$ cat config.mk
export PLATFORM = sky130hd
export DESIGN_NAME = module_switches
export DESIGN_NICKNAME = d
export VERILOG_FILES = /design/src/rtl/module_switches_pkg.sv /design/src/rtl/module_debounce.sv /design/src/rtl/module_switches.sv
export SDC_FILE = /design/constraint.sdc
export NUM_CORES = 1
export LEC_CHECK = 0
export CAP_MARGIN = 20
export CORE_MARGIN = 10
export CORE_UTILIZATION = 34
export DETAILED_ROUTE_END_ITERATION = 8
export PLACE_DENSITY_LB_ADDON = 0.12
export SLEW_MARGIN = 20
export SYNTH_ARGS = -nofsm -noshare
export SYNTH_HDL_FRONTEND = slang
export SYNTH_SLANG_ARGS = --single-unit
$ cat constraint.sdc
create_clock -name clk -period 5.95 [get_ports clk]
set_clock_uncertainty 0.05 [all_clocks]
set_input_delay 1.4875 -clock clk [delete_from_list [all_inputs] [get_ports clk]]
set_output_delay 1.4875 -clock clk [all_outputs]
set_load 0.1 [all_outputs]
$ cat src/rtl/module_switches_pkg.sv
// Shared types and constants for the switch-input block.
package module_switches_pkg;

  // Capture handshake states
  typedef enum logic [1:0] {
    IDLE,
    VALID,
    RELEASE
  } estado_t;

  // 10 ms at 27 MHz
  localparam int DEBOUNCE_DEFAULT = 270000;

endpackage : module_switches_pkg

$ cat src/rtl/module_debounce.sv
// Two-flop synchronizer followed by a vector debouncer.
// The W bits are debounced together: any bit change restarts the count,
// so the stable output only ever moves to a word held intact for
// DEBOUNCE_CYCLES+1 synchronized samples.
module module_debounce
  import module_switches_pkg::*;
#(
  parameter int W               = 1,
  parameter int DEBOUNCE_CYCLES = DEBOUNCE_DEFAULT,
  parameter int CNT_W           = $clog2(DEBOUNCE_CYCLES)
) (
  input  logic         clk,
  input  logic         rst_n,
  input  logic [W-1:0] din,
  output logic [W-1:0] stable
);

  localparam logic [CNT_W-1:0] CNT_LAST = CNT_W'(DEBOUNCE_CYCLES - 1);

  logic [W-1:0]     sync_a;
  logic [W-1:0]     sync_b;
  logic [W-1:0]     cand;
  logic [CNT_W-1:0] cnt;

  // Bring the asynchronous input into the clk domain
  always_ff @(posedge clk) begin
    if (!rst_n) begin
      sync_a <= '0;
      sync_b <= '0;
    end else begin
      sync_a <= din;
      sync_b <= sync_a;
    end
  end

  // Track the candidate value and how long it has held; commit once it saturates
  always_ff @(posedge clk) begin
    if (!rst_n) begin
      cand   <= '0;
      cnt    <= '0;
      stable <= '0;
    end else if (sync_b != cand) begin
      cand <= sync_b;
      cnt  <= '0;
    end else if (cnt == CNT_LAST) begin
      stable <= cand;
    end else begin
      cnt <= cnt + 1'b1;
    end
  end

endmodule : module_debounce

$ cat src/rtl/module_switches.sv
// DIP-switch / load-button input block.
// Debounces the switch word and the load button, exports the live switch
// value, and on each debounced press offers one captured word through a
// valid/ready handshake.
//
// state   | meaning
// IDLE    | waiting for a debounced press
// VALID   | captured word offered, waiting for datos_ready
// RELEASE | word delivered, waiting for the button to be let go
module module_switches
  import module_switches_pkg::*;
#(
  parameter int DEBOUNCE_CYCLES = DEBOUNCE_DEFAULT,
  parameter int CNT_W           = $clog2(DEBOUNCE_CYCLES)
) (
  input  logic       clk,
  input  logic       rst_n,
  input  logic [3:0] sw,
  input  logic       btn_load,
  output logic [3:0] datos_in,
  output logic       datos_valid,
  input  logic       datos_ready,
  output logic [3:0] sw_vivo
);

  if (DEBOUNCE_CYCLES < 2) begin : g_bad_param
    $error("module_switches: DEBOUNCE_CYCLES must be at least 2");
  end

  logic    btn_stable;
  logic    captura;
  estado_t estado;
  estado_t estado_next;

  module_debounce #(
    .W               (4),
    .DEBOUNCE_CYCLES (DEBOUNCE_CYCLES),
    .CNT_W           (CNT_W)
  ) u_deb_sw (
    .clk    (clk),
    .rst_n  (rst_n),
    .din    (sw),
    .stable (sw_vivo)
  );

  module_debounce #(
    .W               (1),
    .DEBOUNCE_CYCLES (DEBOUNCE_CYCLES),
    .CNT_W           (CNT_W)
  ) u_deb_btn (
    .clk    (clk),
    .rst_n  (rst_n),
    .din    (btn_load),
    .stable (btn_stable)
  );

  // State register
  always_ff @(posedge clk) begin
    if (!rst_n) begin
      estado <= IDLE;
    end else begin
      estado <= estado_next;
    end
  end

  // Next-state logic; a release seen while VALID is not remembered, RELEASE re-checks it
  always_comb begin
    estado_next = estado;
    captura     = 1'b0;
    case (estado)
      IDLE: begin
        if (btn_stable) begin
          estado_next = VALID;
          captura     = 1'b1;
        end
      end
      VALID: begin
        if (datos_ready) begin
          estado_next = RELEASE;
        end
      end
      RELEASE: begin
        if (!btn_stable) begin
          estado_next = IDLE;
        end
      end
      default: begin
        estado_next = IDLE;
      end
    endcase
  end

  // Output registers: word latched on capture only, valid follows the coming state
  always_ff @(posedge clk) begin
    if (!rst_n) begin
      datos_in    <= '0;
      datos_valid <= 1'b0;
    end else begin
      datos_valid <= (estado_next == VALID);
      if (captura) begin
        datos_in <= sw_vivo;
      end
    end
  end

endmodule : module_switches

==> impl_metrics.toml <==
[status]
status = "finished, final reports clean"

[pwr]
p_per_area_nw_per_um2 = 277
p_clk_share_pct = 46.4
intPower_mw = 0.702
ir_drop_uv = 119
pwr-share-comb_pct = 3.4
pwr-share-seq_pct = 50.1
leakagePower_nw = 1.07
swShare_pct = 21.3
power.switching_mw = 0.190

[synth]
synthTopCellsByArea = "dfxtp_1 47%, mux2i_1 4.4%, xor2_1 3.8%, and2_1 3.6%, nand3_1 3.3%"
async_reset_ff_share_pct = 0
synth.top_cell.area_share_pct = 47.4
ys_types = 37
avgSynthCellArea_um2 = 9.22
synth_edf_count = 0
synthCells = 298
synth-seq-area-share_pct = 47.4
synth.most_common_cell = "dfxtp_1"
ys_seq_elements = 65
yosysTopAreaCell = "dfxtp_1"
synthesis.area_um2 = 2750
synth_nets = 308
synth_common_cells = "65 x dfxtp_1, 23 x nand2_1, 18 x nand3_1, 18 x nor2_1, 17 x o21ai_0"
synth_ff_type = "dfxtp_1"
yosysWarnings = 0

[routing]
drc = 0
routed.top_layer = "met4"
post_drt_via_cell_ratio = 5.03
dr.first_iter.drc_count = 65
ant_nets = 0
met1_length_mm = 2.88
dr_total_vias = 2132
first_pass_iters = 4
routedWlPerCell_um = 12.5
totalWireLength_mm = 5.30
met2_length_mm = 2.17
met3_length_um = 199

[place]
gp_congestion = 0.747
pre_cts_ws_ns = 2.80
placed_area_um2 = 3000
dp_hpwl_mm = 3.67
port_buffers = 16

[finish]
syn_to_final_growth_pct = 17.4
fillers = 774
nNetsFinal = 327
design_area_um2 = 3220
antenna_cells = 0
drive_gt1_share_pct = 5.90

[sta]
rsz0062_at_grt = "no"
setup_viol = 0
setup_ws_ns = 2.58
post-route-period-util_pct = 56.6
hold_viol_final = 0
maxSlewViolCount = 0
period_minus_slack_ns = 3.37
tightestPinTransition_ns = 0.975
slew-limit-headroom_pct = 34.8
tns_ns = 0
max_freq_ghz = 0.297

[clock_network]
cts_tree = "done"
cts.sinks = 65
cts_resized = 0
cts-buffers-inserted = 9
htreeDepth = 3
clock_latency_ns = 0.33
cts_setup_buffers = 0
postCtsHoldBufs = 0
path_clk_slew_ns = 0.07
clk_path_buf_depth = 2
cts_root_buffer = "clkbuf_8"

[run]
drv_cap = 0

[floorplan]
dieWidth_um = 110
io_pins = 17
rows = 32
die-area_um2 = 12100
start_util_pct = 35.2
die_h_um = 110
core_um2 = 7810

[critical_path]
cp_slowest_stage_delay_ns = 1.15
cp-end-kind = "output port"
startpoint = "u_deb_sw.stable[3]"
crit_family = "buffers and inverters"
cp-start-kind = "register"
worstPathMaxFanout = 3
reg2regPathDepth = 5
reg2reg_from = "u_deb_btn.cnt[0]"
crit_chain = "clkdlybuf4s50_1"
slowest_stage = "clkdlybuf4s50_1"
critical_path_buf_inv_count = 1
worstSetupPathType = "register to output port"
rr_endpoint = "u_deb_btn.cnt[18]"
cp.depth = 1
ff2ff_setup_slack_ns = 3.78
worstPathArrival_ns = 1.83
critPathCapture = "sw_vivo[3]"
cp.required_ns = 4.41

[grt]
grt_pass1_vias = 2012
grt_max_degree = 43
grtUsageTotal_pct = 9.60
overflow = 0
grt_pass1_wl_mm = 9.39
antenna_found_initial = 0

[min_path]
min_path_type = "register to register"
## registers in the layout, indices dropped and copies added (netlist names)
name,count
datos_valid,1
u_deb_btn.cand,1
datos_in,4
u_deb_sw.stable,4
u_deb_sw.sync_a,4
estado,2
u_deb_btn.sync_a,1
u_deb_btn.sync_b,1
u_deb_btn.cnt,19
u_deb_sw.sync_b,4
u_deb_sw.cnt,19
u_deb_sw.cand,4
u_deb_btn.stable,1
## worst min path at each step
stage | startpoint | end | slack, ns | depth (start not counted)
floorplan | u_deb_btn.sync_a | u_deb_btn.sync_b | 0.36 | 1
global placement | u_deb_sw.sync_a[0] | u_deb_sw.sync_b[0] | 0.36 | 1
detailed placement | u_deb_sw.sync_a[1] | u_deb_sw.sync_b[1] | 0.37 | 1
CTS | u_deb_sw.sync_a[1] | u_deb_sw.sync_b[1] | 0.39 | 1
global route | u_deb_sw.sync_a[0] | u_deb_sw.sync_b[0] | 0.40 | 1
finish | u_deb_sw.sync_a[1] | u_deb_sw.sync_b[1] | 0.38 | 1
## placed cells by master, fill, tap and decap left out, types with 2 or more instances in the layout
cell and count:
o21ai_0 17, dfxtp_1 65, or3_1 10, nor2_1 18, clkinv_2 2, nand2b_1 2
nand3b_1 5, nor4_1 4, mux2i_1 12, nor3b_1 4, clkdlybuf4s50_1 16, nor4bb_1 2
and2_1 16, and3_1 3, inv_1 3, nor4b_1 4, and4_1 6, nand2_1 23
nand4_1 9, nor3_1 8, a21oi_1 14, or4_1 3, a31oi_1 2, o211ai_1 4
nor2b_1 5, xnor2_1 10, nand3_1 18, bufinv_16 2, xor2_1 12, ha_1 2
clkbuf_8 10
## metal layers
| metal | vias to the layer above | track usage (%) |
|---|---|---|
| met5 | - | 0 |
| met1 | 988 | 13.3 |
| met3 | 4 | 2.63 |
| met2 | 33 | 13.3 |
| met4 | 0 | 4.74 |
| li1 | 1107 | - |
## power groups by stage
stage / Clock [mW] / Combinational, mW / Sequential [mW]
final: 0.414 / 0.0307 / 0.447
after floorplan: 0 / 0.0218 / 0.456
after detailed placement: 0 / 0.0314 / 0.457
after CTS: 0.429 / 0.0314 / 0.447
after global routing: 0.449 / 0.0353 / 0.448
after global placement: 0 / 0.0310 / 0.457
## cell families after synthesis
logic type      Yosys count  synth area share (%)
simple gates            143                  29.9
flops                    65                  47.4
compound gates           42                  8.66
xor+xnor                 22                  7.02
buf+inv                  12                  1.78
mux                      12                  4.37
fa+ha+maj                 2                 0.911
## per-stage QoR
stage / total power [mW] / instances / util, % / hold slack (ns)
5_1_grt: 0.932 / 424 / 41.3 / 0.400
3_5_place_dp: 0.489 / 408 / 38.5 / 0.369
6_report: 0.892 / 424 / 41.3 / 0.383
2_1_floorplan: 0.478 / 298 / - / 0.362
3_3_place_gp: 0.488 / 408 / 38.5 / 0.364
4_1_cts: 0.907 / 424 / 41.3 / 0.386
## area by class of cell
| cell class | count | area [um^2] | share of cell area (%) |
|---|---|---|---|
| Clock buffer | 11 | 141 | 4.38 |
| Sequential cell | 65 | 1300 | 40.4 |
| Inverter | 3 | 11.3 | 0.349 |
| Multi-Input combinational cell | 221 | 1400 | 43.3 |
| Clock inverter | 5 | 78.8 | 2.44 |
| Tap cell | 102 | 128 | 3.96 |
| Timing Repair Buffer | 17 | 168 | 5.20 |
Note: power is estimated with default switching activity, not from simulation.
